**src/rtl/pot_scan_sched.sv**
```systemverilog
// pot_scan_sched: A2D sequencer; round-robin pot scan plus one-shot aux conversions.
// Ports: clk/rst_n, scan_en; strt_cnv/chnnl/cnv_cmplt/res to A2D_intf;
//   aux_req/aux_ch/aux_busy/aux_vld/aux_res; six *_pot results; scan_done; cnv_err.
//   Build option: define POT_FILTER_EN to average each new pot sample with the old.
module pot_scan_sched #(
  parameter int TIMEOUT = 4095,
  parameter int GAP     = 15
) (
  input  logic        clk,
  input  logic        rst_n,
  input  logic        scan_en,
  output logic        strt_cnv,
  output logic [2:0]  chnnl,
  input  logic        cnv_cmplt,
  input  logic [11:0] res,
  input  logic        aux_req,
  input  logic [2:0]  aux_ch,
  output logic        aux_busy,
  output logic        aux_vld,
  output logic [11:0] aux_res,
  output logic [11:0] LP_pot,
  output logic [11:0] B1_pot,
  output logic [11:0] B2_pot,
  output logic [11:0] B3_pot,
  output logic [11:0] HP_pot,
  output logic [11:0] VOL_pot,
  output logic        scan_done,
  output logic        cnv_err
);

  localparam int TW = (TIMEOUT > 0) ? $clog2(TIMEOUT + 1) : 1;
  localparam int GW = (GAP > 1) ? $clog2(GAP) : 1;
  localparam logic [TW-1:0] TLAST = TW'(TIMEOUT);
  localparam logic [GW-1:0] GLAST = GW'((GAP > 0) ? GAP - 1 : 0);

  typedef enum logic [2:0] {
    S_IDLE,
    S_START,
    S_WAIT,
    S_STORE,
    S_GAP
  } state_t;

  state_t state;
  state_t nxt;

  logic [TW-1:0] tcnt;
  logic [GW-1:0] gcnt;
  logic [2:0]    idx;
  logic [2:0]    aux_chq;
  logic          aux_pend;
  logic          aux_act;
  logic          aux_pri;
  logic          grant_aux;
  logic          grant_scan;
  logic          store;
  logic          timeout;
  logic [11:0]   pot_q [6];
  logic [11:0]   pot_nxt;

  function automatic logic [2:0] chan_of(
    input logic [2:0] i
  );
    logic [2:0] c;
    unique case (i)
      3'd0:    c = 3'd1;
      3'd1:    c = 3'd0;
      3'd2:    c = 3'd4;
      3'd3:    c = 3'd2;
      3'd4:    c = 3'd3;
      3'd5:    c = 3'd7;
      default: c = 3'd1;
    endcase
    return c;
  endfunction

  always_ff @(posedge clk or negedge rst_n) begin
    if (!rst_n) state <= S_IDLE;
    else        state <= nxt;
  end

  // Aux goes first only when it has priority or scan is off.
  always_comb begin
    nxt        = state;
    grant_aux  = 1'b0;
    grant_scan = 1'b0;
    store      = 1'b0;
    timeout    = 1'b0;
    unique case (state)
      S_IDLE: begin
        if (aux_pend && (aux_pri || !scan_en)) begin
          grant_aux = 1'b1;
          nxt       = S_START;
        end else if (scan_en) begin
          grant_scan = 1'b1;
          nxt        = S_START;
        end
      end
      S_START: nxt = S_WAIT;
      S_WAIT: begin
        if (cnv_cmplt) begin
          store = 1'b1;
          nxt   = S_STORE;
        end else if (tcnt == TLAST) begin
          timeout = 1'b1;
          nxt     = (GAP > 0) ? S_GAP : S_IDLE;
        end
      end
      S_STORE: nxt = (GAP > 0) ? S_GAP : S_IDLE;
      S_GAP: begin
        if (gcnt == GLAST) nxt = S_IDLE;
      end
      default: nxt = S_IDLE;
    endcase
  end

  assign strt_cnv = (state == S_START);

`ifdef POT_FILTER_EN
  logic [5:0]  pot_vld;
  logic [11:0] cur_pot;
  logic        cur_vld;
  logic [12:0] sum;

  always_comb begin
    cur_pot = '0;
    cur_vld = 1'b0;
    for (int i = 0; i < 6; i++) begin
      if (idx == 3'(i)) begin
        cur_pot = pot_q[i];
        cur_vld = pot_vld[i];
      end
    end
    // round half up; first sample after reset is taken as-is
    sum     = {1'b0, cur_pot} + {1'b0, res} + 13'd1;
    pot_nxt = cur_vld ? sum[12:1] : res;
  end

  always_ff @(posedge clk or negedge rst_n) begin
    if (!rst_n) begin
      pot_vld <= '0;
    end else if (store && !aux_act) begin
      for (int i = 0; i < 6; i++) begin
        if (idx == 3'(i)) pot_vld[i] <= 1'b1;
      end
    end
  end
`else
  assign pot_nxt = res;
`endif

  always_ff @(posedge clk or negedge rst_n) begin
    if (!rst_n) begin
      tcnt      <= '0;
      gcnt      <= '0;
      idx       <= '0;
      chnnl     <= '0;
      aux_chq   <= '0;
      aux_pend  <= 1'b0;
      aux_act   <= 1'b0;
      aux_pri   <= 1'b0;
      aux_busy  <= 1'b0;
      aux_vld   <= 1'b0;
      aux_res   <= '0;
      scan_done <= 1'b0;
      cnv_err   <= 1'b0;
      for (int i = 0; i < 6; i++) pot_q[i] <= '0;
    end else begin
      aux_vld   <= 1'b0;
      scan_done <= 1'b0;
      tcnt      <= (state == S_WAIT) ? tcnt + 1'b1 : '0;
      gcnt      <= (state == S_GAP) ? gcnt + 1'b1 : '0;

      // single-entry request slot; requests while busy are dropped
      if (aux_req && !aux_busy) begin
        aux_busy <= 1'b1;
        aux_pend <= 1'b1;
        aux_chq  <= aux_ch;
      end

      if (grant_aux) begin
        aux_pend <= 1'b0;
        aux_act  <= 1'b1;
        aux_pri  <= 1'b0;
        chnnl    <= aux_chq;
      end

      if (grant_scan) begin
        aux_act <= 1'b0;
        chnnl   <= chan_of(idx);
      end

      if (store || timeout) begin
        if (aux_act) begin
          aux_busy <= 1'b0;
          if (store) begin
            aux_res <= res;
            aux_vld <= 1'b1;
          end
        end else begin
          aux_pri <= 1'b1;
          if (store) begin
            for (int i = 0; i < 6; i++) begin
              if (idx == 3'(i)) pot_q[i] <= pot_nxt;
            end
          end
          if (idx == 3'd5) begin
            idx       <= '0;
            scan_done <= 1'b1;
          end else begin
            idx <= idx + 3'd1;
          end
        end
      end

      if (timeout) cnv_err <= 1'b1;
    end
  end

  assign LP_pot  = pot_q[0];
  assign B1_pot  = pot_q[1];
  assign B2_pot  = pot_q[2];
  assign B3_pot  = pot_q[3];
  assign HP_pot  = pot_q[4];
  assign VOL_pot = pot_q[5];

endmodule

```
**config.mk**
```make
export PLATFORM = sky130hd
export DESIGN_NAME = pot_scan_sched
export DESIGN_NICKNAME = d
export VERILOG_FILES = /design/src/rtl/pot_scan_sched.sv
export SDC_FILE = /design/constraint.sdc
export NUM_CORES = 1
export LEC_CHECK = 0
export ABC_AREA = 1
export BUFFER_PORTS_ARGS = -buffer_cell sky130_fd_sc_hd__buf_2
export CAP_MARGIN = 25
export CELL_PAD_IN_SITES_DETAIL_PLACEMENT = 1
export CELL_PAD_IN_SITES_GLOBAL_PLACEMENT = 2
export CORE_ASPECT_RATIO = 0.75
export CORE_MARGIN = 2
export CORE_UTILIZATION = 36
export CTS_CLUSTER_SIZE = 25
export DETAILED_ROUTE_END_ITERATION = 10
export PLACE_DENSITY = 0.85
export REMOVE_ABC_BUFFERS = 1
export SETUP_SLACK_MARGIN = 0.4
export SLEW_MARGIN = 40
export SYNTH_ARGS = -nofsm -noshare
export SYNTH_HDL_FRONTEND = slang
export SYNTH_SLANG_ARGS = --single-unit
```
**constraint.sdc**
```tcl
create_clock -name clk -period 2.8 [get_ports clk]
set_input_delay 0.56 -clock clk [delete_from_list [all_inputs] [get_ports clk]]
set_output_delay 0.56 -clock clk [all_outputs]
set_load 0.02 [all_outputs]
```
# [After elaboration in Yosys (flattened, before gate mapping)]
# Cells that the tools add are included.
[op_classes] addsub=3 n_mul=0 n_div=0 order_cmp=0 eq_ne=14 n_shift=0 muxes=38 n_bitwise=1 reduce_logical=19
[ops] op="3-bit one-hot mux with 5 select lines" count=2
[ops] op="1-bit two-way mux" count=26
[ops] op="3-bit two-way mux" count=8
[ops] op="4-bit AND reduction" count=6
[ops] op="12-bit by 1-bit adder with 12-bit output, second input constant" count=1
[ops] op="12-bit == test, second input constant" count=1
[ops] op="3-bit by 2-bit == test with 1-bit output, second input constant" count=4
[ops] op="12-bit two-way mux" count=1
[ops] op="3-bit == test, second input constant" count=3
[ops] op="3-bit by 1-bit == test with 1-bit output, second input constant" count=2
[ops] op="3-bit zero test" count=2
[ops] op="3-bit inequality test, second input constant" count=2
[ops] op="3-bit AND reduction" count=2
[ops] op="4-bit by 1-bit adder with 4-bit output, second input constant" count=1
[ops] op="4-bit == test, second input constant" count=1
[ops] op="4-bit two-way mux" count=1
[ops] op="2-bit nonzero test" count=2
[ops] op="3-bit by 1-bit adder with 3-bit output, second input constant" count=1
[ops] op="1-bit logical AND" count=2
[ops] op="1-bit zero test" count=2
[ops] op="1-bit logical OR" count=2
[ops] op="2-bit inequality test, second input constant" count=1
[ops] op="2-bit AND reduction" count=1
[ops] op="1-bit inverter" count=1
[totals] regBits=119 latch_bits=0 ramBits=0 rom_bits=0 out_inout_bits=92 n_memories=0

# [Longest topological paths before layout]
# Gate-level depths: netlist (run 1).
[logic_depth] depth_word=8 depth_mapped=9

# [Worst setup path before layout (run 1)]
# Ideal clock, no wire load.
[synth_timing] path_type="register -> output" start="register state[1]" end="output strt_cnv" arrival_time_ns=0.967 required_ns=2.240 setup_slack_ns=1.273 stages_incl_launch_ff=2 n_path_buf=0 path_cell_list="dfrtp_1 -> nor3_1"
[synth_between] elab_chain_len=1
[synth_lines] element="start: declaration" line="44" source="state_t state;"
[synth_lines] element="start signal: assignment" line="79" source="else state <= nxt;"
[synth_lines] element="3-bit by 1-bit == test with 1-bit output" line="117" source="assign strt_cnv = (state == S_START);"
[synth_lines] element="end: declaration" line="12" source="output logic strt_cnv,"
# No other way between the ends.

# [Worst setup path in the final report (run 1)]
# Same ends and word-level chain as after synthesis.

==> flow_summary.ini, run 1 <==
[status]
status = finished, final reports clean

[detailed_routing]
drtPass1Iterations = 5
drc = 0
wl_per_cell_um = 16.1
num_vias = 3787
avgViaCountPerCell = 4.77
drt_first_iter_violations = 170
drt_wl_total_mm = 12.8
postRouteAntennaNets = 0

[power_and_ir_drop]
powerDensity_nw_per_um2 = 1200
fin_total_pwr_mw = 7.40
ir_drop_v = 0.000523
p_leak_nw = 3.39

[timing]
finalHoldViolations = 0
fmax_ghz = 0.518
grt_setup_unrepaired = no
tightest_slew_ns = 0.682
fin_crit_ns = 1.93
fin_setup_tns_ns = 0
period_share = 0.689
slew_viol_final = 0
hold_ws_ns = 0.182
relSlewSlack = 0.545
setup_violations = 0
fin_skew_ns = 0.00663

[final_layout]
layout_commonest_cell = nand2_1
areaGrowthSynthToFinish_pct = 25.8
drive_gt1_frac = 0.299
fillers = 1497
fin_nets = 635
mostFrequentLayoutCells = 131 x nand2_1, 119 x dfrtp_1, 110 x buf_2, 48 x o21ai_1, 46 x inv_1
post-route-util = 0.470
antenna_cells = 0

[cts]
cts.path.max_buffers = 2
hold_buffers = 0
clock-root-buffer = clkbuf_16
insertion_delay_ns = 0.41
htreeDepth = 4
cts_sinks = 119
post_cts_buffers = 0
cts_tree = built
cts_buffers = 17
ctsResizeCount = 0
clk_pin_slew_ns = 0.05

[setup_path]
rr_worst_depth = 8
crit_type = flip-flop to primary output
cp-end-kind = primary output
cp-start-kind = flip-flop
required_ns = 2.24
r2r-end = idx[1]
crit_fanout = 4
critical_path.startpoint = state[1]
reg2reg_slack_ns = 1.07
crit_arrival_ns = 1.37
r2r-start = tcnt[0]
crit_end = strt_cnv

[synth]
ys_ff_latch = 119
ys_warn_count = 0
synth_edf_count = 0
postSynth.asyncResetShare = 1.00
seq_area_frac_synth = 0.606
synth_ff_type = dfrtp_1
syn_avg_cell_area_um2 = 9.99
synth_cell_types = 26
syn_inst = 492
syn_area_um2 = 4910

[global_route]
antenna_found_initial = 0
grt_overflow = 0
grt_pass1_wl_mm = 21.4
grt_pass1_vias = 4116
grt_use_total = 0.187
grt_max_degree = 53

[die]
start_util = 0.374
die_h_um = 105
die_x_um = 139
num_rows = 36
die-area_um2 = 14600
core_area_um2 = 13200
io_pins = 112

[placement]
gp_congestion = 0.725
hpwl_mm = 8.84
io_buffers = 111

[run]
cap_viol_max_count = 0

[hold_path]
hp-class = input port to async pin
worst min-delay path by stage:
stage / startpoint / to / slack [ns] / cells past startpoint
global route: rst_n / aux_chq[1] / 0.23 / 1
floorplan: rst_n / B1_pot[0] / 0.26 / 0
finish: rst_n / aux_chq[1] / 0.18 / 1
detailed placement: B3_pot[7] / B3_pot[7] / 0.47 / 2
CTS: rst_n / aux_chq[1] / 0.21 / 1
global placement: tcnt[0] / tcnt[0] / 0.44 / 1
layer usage:
metal | wire, µm | global-route usage
met1 | 5780 | 0.235
met5 | 0 | 0
met2 | 6210 | 0.310
met4 | 276 | 0.0808
met3 | 497 | 0.0454
cell families (layout without fill, tap and decap cells):
logic type | count (synthesis) | count (layout) | synth area share
simple gates | 189 | 189 | 0.168
flops | 119 | 119 | 0.606
compound gates | 112 | 112 | 0.138
buf+inv | 63 | 194 | 0.0680
fa+ha+maj | 5 | 5 | 0.0127
xor+xnor | 3 | 3 | 0.00535
mux | 1 | 1 | 0.00229
power breakdown:
part           internal, mW  switching (mW)
Combinational         0.797            1.63
Sequential             2.31           0.383
Clock                  1.53           0.747
state kept, by name, indices dropped and copies added, names as in the netlist:
name       cells
B1_pot        12
B2_pot        12
B3_pot        12
HP_pot        12
LP_pot        12
VOL_pot       12
aux_res       12
tcnt          12
gcnt           4
aux_chq        3
chnnl          3
idx            3
state          3
aux_act        1
aux_busy       1
aux_pend       1
aux_pri        1
aux_vld        1
cnv_err        1
scan_done      1
per-stage QoR:
stage / instances / setup slack [ns] / cell area (µm²)
floorplan: 478 / 1.27 / 4770
global placement: 762 / 1.15 / 5570
detailed placement: 762 / 1.05 / 5570
CTS: 794 / 0.846 / 6180
global route: 794 / 0.824 / 6180
finish: 794 / 0.871 / 6180
worst max-delay path: stages (launching register included):
cell	delay, ns
dfrtp_1	0.44
nor3_1	0.30
buf_2	0.23
area by class of cell:
type                            instances  area (µm²)  area share
Sequential cell                       119        2980       0.482
Multi-Input combinational cell        310        1600       0.259
Timing Repair Buffer                  113         586      0.0947
Clock buffer                           23         468      0.0757
Tap cell                              171         214      0.0346
Inverter                               49         189      0.0306
Clock inverter                          9         148      0.0239
Yosys cell counts (2+ instances only):
library cell,n,area share
a21oi_1,14,0.014
ha_1,5,0.013
dfrtp_1,119,0.61
nand2_4,7,0.016
buf_6,12,0.028
inv_1,46,0.035
inv_2,2,0.0015
xnor2_1,2,0.0036
o21ai_2,30,0.053
nor3_1,6,0.0061
o21ai_0,18,0.018
o21ai_1,48,0.049
nand3_1,16,0.016
nand2_1,131,0.10
nor2_1,25,0.019
Note: power is estimated with default switching activity, not from simulation.
==> run 2, diff against run 1 <==
- CORE_UTILIZATION: 36 -> 30
- PLACE_DENSITY: 0.85 -> 0.76
- clock period: 2.8 -> 1.6 ns (I/O delays scaled with it)
==> flow_summary.ini, run 2 (synthesized netlist as in run 1, its figures left out) <==
[status]
status = complete, but fails checks
violations = negative setup slack

[timing]
setup_slack_ns = -0.134
relSlewSlack = 0.684
fin_setup_tns_ns = -4.42
hold_ws_ns = 0.124
period_share = 1.08
slew_viol_final = 0
tightest_slew_ns = 0.473
setup_violations = 95
fin_crit_ns = 1.73
fmax_ghz = 0.577
fin_skew_ns = 0.0175
finalHoldViolations = 0
grt_setup_unrepaired = yes

[die]
start_util = 0.307
num_rows = 40
die_h_um = 115
die-area_um2 = 17400
die_x_um = 152
core_area_um2 = 16000
io_pins = 112

[global_route]
grtUsageMet2 = 0.423
grt_overflow = 0
top_usage_layer = met2
met1_usage = 0.315
met3_usage = 0.0540
antenna_found_initial = 0
grt_pass1_vias = 5453
grt_pass1_wl_mm = 32.5
grt_use_total = 0.257
grt_max_degree = 44

[setup_path]
reg2reg_slack_ns = -0.13
cp-end-kind = flip-flop
crit_arrival_ns = 2.02
crit_fanout = 6
required_ns = 1.89
r2r-end = VOL_pot[9]
r2r-start = state[2]
crit_type = flip-flop to flip-flop
rr_worst_depth = 9
cp-start-kind = flip-flop

[cts]
cts_buffers = 17
clk_pin_slew_ns = 0.07
insertion_delay_ns = 0.44
cts_sinks = 119
clock-root-buffer = clkbuf_16
cts.path.max_buffers = 2
cts_tree = built
htreeDepth = 4

[hold_path]
min_from = aux_ch[0]
hp-class = input port to flip-flop
hold_end = aux_chq[0]
holdPathStages = 2

[power_and_ir_drop]
seqPwrFrac = 0.261
p_sw_mw = 8.13
p_comb_frac = 0.536
fin_total_pwr_mw = 19.7
ir_drop_v = 0.000979
intPower_mw = 11.6
clkPwrFrac = 0.203
netSwitchingFraction = 0.412
powerDensity_nw_per_um2 = 2020
p_leak_nw = 4.60

[final_layout]
fillers = 1599
post-route-util = 0.609
layout_commonest_cell = buf_4
antenna_cells = 0
areaGrowthSynthToFinish_pct = 98.7
mostFrequentLayoutCells = 123 x buf_4, 118 x buf_6, 113 x dfrtp_1, 68 x o21ai_2, 64 x nand2_4
final_area_um2 = 9760
fin_nets = 817
drive_gt1_frac = 0.707

[detailed_routing]
num_vias = 5292
wl_per_cell_um = 26.3
avgViaCountPerCell = 5.21
drt_first_iter_violations = 293
drt_wl_total_mm = 26.7
drc = 0
postRouteAntennaNets = 0
drtPass1Iterations = 4

[placement]
hpwl_mm = 9.42
gp_congestion = 0.765
placed_area_um2 = 5720
io_buffers = 111

[run]
cap_viol_max_count = 0
-- run 2: routing by layer --
metal / vias up / wire (µm)
met5: - / 0
met4: 0 / 1720
met3: 105 / 1220
met2: 240 / 13500
met1: 2717 / 10200
li1: 2230 / -
-- run 2: power groups by stage --
stage                     Clock [mW]  Sequential, mW  Combinational (mW)
after floorplan                    0            5.73                1.67
after global placement             0            4.73                4.23
after detailed placement           0            4.77                4.36
after CTS                       3.91            4.98                8.24
after global routing            4.18            5.22                11.0
final                           4.01            5.15                10.6
-- run 2: timing repair --
item / in CTS / in global routing
hold buffers: 1 / 0
buffers inserted: 90 / 63
gates resized for setup: 432 / 123
gates cloned: 17 / 2
pin swaps: 45 / 55
endpoints found under the hold margin: 22 / 0
setup endpoints to repair: 195 / 202
-- run 2: layout make-up --
cell class                      count  area, µm²  share of cell area
Clock buffer                       18        439              0.0450
Clock inverter                     14        151              0.0155
Inverter                           49        221              0.0227
Multi-Input combinational cell    326       2950               0.302
Sequential cell                   119       2990               0.306
Tap cell                          210        263              0.0269
Timing Repair Buffer              279       2750               0.282
-- run 2: worst max-delay path: stages (launching register included) --
cell,delay (ns)
dfrtp_1,0.44
inv_2,0.12
nand3_4,0.09
clkinv_4,0.09
nand2_8,0.07
nor2_8,0.24
buf_12,0.20
nand2_8,0.12
nand2_2,0.10
o21ai_1,0.10
-- run 2: worst max-delay path by stage --
stage / startpoint / endpoint
2_1_floorplan: state[0] / B3_pot[11]
3_3_place_gp: state[0] / VOL_pot[1]
3_5_place_dp: state[0] / LP_pot[6]
4_1_cts: state[2] / strt_cnv
5_1_grt: state[0] / B1_pot[0]
6_report: state[2] / VOL_pot[9]
-- run 2: stage by stage --
stage,cells,worst slack [ns]
final,1015,-0.134
after global routing,1015,-0.156
after CTS,950,-0.0167
after detailed placement,810,0.00661
after global placement,810,0.0774
after floorplan,478,0.189
==> run 3, diff against run 2 <==
- RECOVER_POWER: default -> 25
==> flow_summary.ini, run 3 (synthesized netlist as in run 1, its figures left out) <==
[setup_path]
cp-end-kind = flip-flop
required_ns = 1.89
crit_chain = inv_2, nand3_4, clkinv_4, nand2_8, nor2_8, buf_12, nand2_8, nand2_2, o21ai_1
reg2reg_slack_ns = -0.13
cp-start-kind = flip-flop
crit_arrival_ns = 2.02
cp_slowest_cell = dfrtp_1
cpMostUsedCell = nand2_8
crit_type = flip-flop to flip-flop
crit_fanout = 6
slowest_delay_ns = 0.44

[final_layout]
seq_area_um2 = 2990
fin_nets = 817
antenna_cells = 0
multi_input_area_um2 = 2950
areaGrowthSynthToFinish_pct = 98.6
drive_gt1_frac = 0.707
layout_commonest_cell = buf_4
fillers = 1599
mostFrequentLayoutCells = 122 x buf_4, 118 x buf_6, 113 x dfrtp_1, 68 x o21ai_2, 64 x nand2_4

[die]
start_util = 0.307
io_pins = 112
die-area_um2 = 17400
die_h_um = 115
num_rows = 40
core_area_um2 = 16000
die_x_um = 152

[placement]
io_buffers = 111
gp_congestion = 0.765
hpwl_mm = 9.42

[detailed_routing]
drtPass1Iterations = 4
postRouteAntennaNets = 0
wl_per_cell_um = 26.3
drc = 0
avgViaCountPerCell = 5.18
drt_first_iter_violations = 327
drt_wl_total_mm = 26.7
num_vias = 5255

[cts]
insertion_delay_ns = 0.45
cts_tree = built
cts_sinks = 119
clock-root-buffer = clkbuf_16
cts_buffers = 17
cts.path.max_buffers = 2
htreeDepth = 4
clk_pin_slew_ns = 0.07

[global_route]
grt_pass1_wl_mm = 32.5
grt_max_degree = 44
grt_pass1_vias = 5453
antenna_found_initial = 0
grt_overflow = 0
grt_use_total = 0.257

[timing]
finalHoldViolations = 0
fmax_ghz = 0.578
relSlewSlack = 0.455
fin_skew_ns = 0.0179
setup_slack_ns = -0.129
fin_setup_tns_ns = -4.30
grt_setup_unrepaired = yes
period_share = 1.08
setup_violations = 94
tightest_slew_ns = 0.817
fin_crit_ns = 1.73
slew_viol_final = 0

[run]
cap_viol_max_count = 0

[power_and_ir_drop]
p_leak_nw = 4.60
ir_drop_v = 0.000977
powerDensity_nw_per_um2 = 2020
fin_total_pwr_mw = 19.7

[status]
status = complete, but fails checks
violations = negative setup slack

[hold_path]
hp-class = input port to flip-flop
==> run 3: cell types whose count changed in the layout (fill, tap and decap cells not counted) <==
cell / before / now
clkbuf_2: 0 / 1
buf_4: 123 / 122
==> run 3: path summary, 6_finish.rpt <==
| path | start | endpoint | cells past startpoint |
|---|---|---|---|
| max | state[2] | VOL_pot[9] | 9 |
| min | aux_ch[0] | aux_chq[0] | 2 |
| max reg2reg | state[2] | VOL_pot[9] | 9 |
| min reg2reg | gcnt[0] | gcnt[0] | 1 |
| max in group asynchronous | rst_n | idx[2] | 3 |
| min in group asynchronous | rst_n | B3_pot[4] | 2 |
==> run 3: through the flow <==
step / cells / setup slack, ns / area (µm²) / hold WS (ns) / utilization
after detailed placement: 810 / 0.00661 / 5720 / 0.281 / 0.357
after global routing: 1015 / -0.156 / 9760 / 0.126 / 0.609
after floorplan: 478 / 0.189 / 4770 / 0.0244 / -
after CTS: 950 / -0.0167 / 8730 / 0.120 / 0.545
final: 1015 / -0.129 / 9760 / 0.119 / 0.609
after global placement: 810 / 0.0774 / 5720 / 0.270 / 0.357
==> run 3: report_power, final <==
group / internal, mW / switching [mW]
Sequential: 4.05 / 1.10
Clock: 2.34 / 1.68
Combinational: 5.20 / 5.36
Total: 11.6 / 8.14
==> run 3: routing by layer <==
metal	wire length [µm]	track usage	up-vias
li1	-	-	2235
met1	9940	0.315	2688
met2	13600	0.423	231
met3	1430	0.0540	101
met4	1710	0.147	0
met5	0	0	-
==> run 3: area by class of cell <==
type	instances	area share
flip-flops and latches	119	0.306
multi-input cells	326	0.302
repair buffers	279	0.282
clock buffers	18	0.0450
well taps	210	0.0269
inverters	49	0.0227
clock inverters	14	0.0155
==> run 3: critical path: cells and delay by family (launching register included) <==
| family | cells | cell delay (ns) |
|---|---|---|
| simple gates | 5 | 0.62 |
| flops | 1 | 0.44 |
| buf+inv | 3 | 0.41 |
| compound gates | 1 | 0.10 |
==> run 3: repair_timing <==
item                                   in CTS  in global routing
endpoints found under the hold margin      22                  0
gates resized for setup                   432                123
buffers inserted                           90                 63
pin swaps                                  45                 55
setup endpoints to repair                 195                202
gates cloned                               17                  2
hold buffers                                1                  0
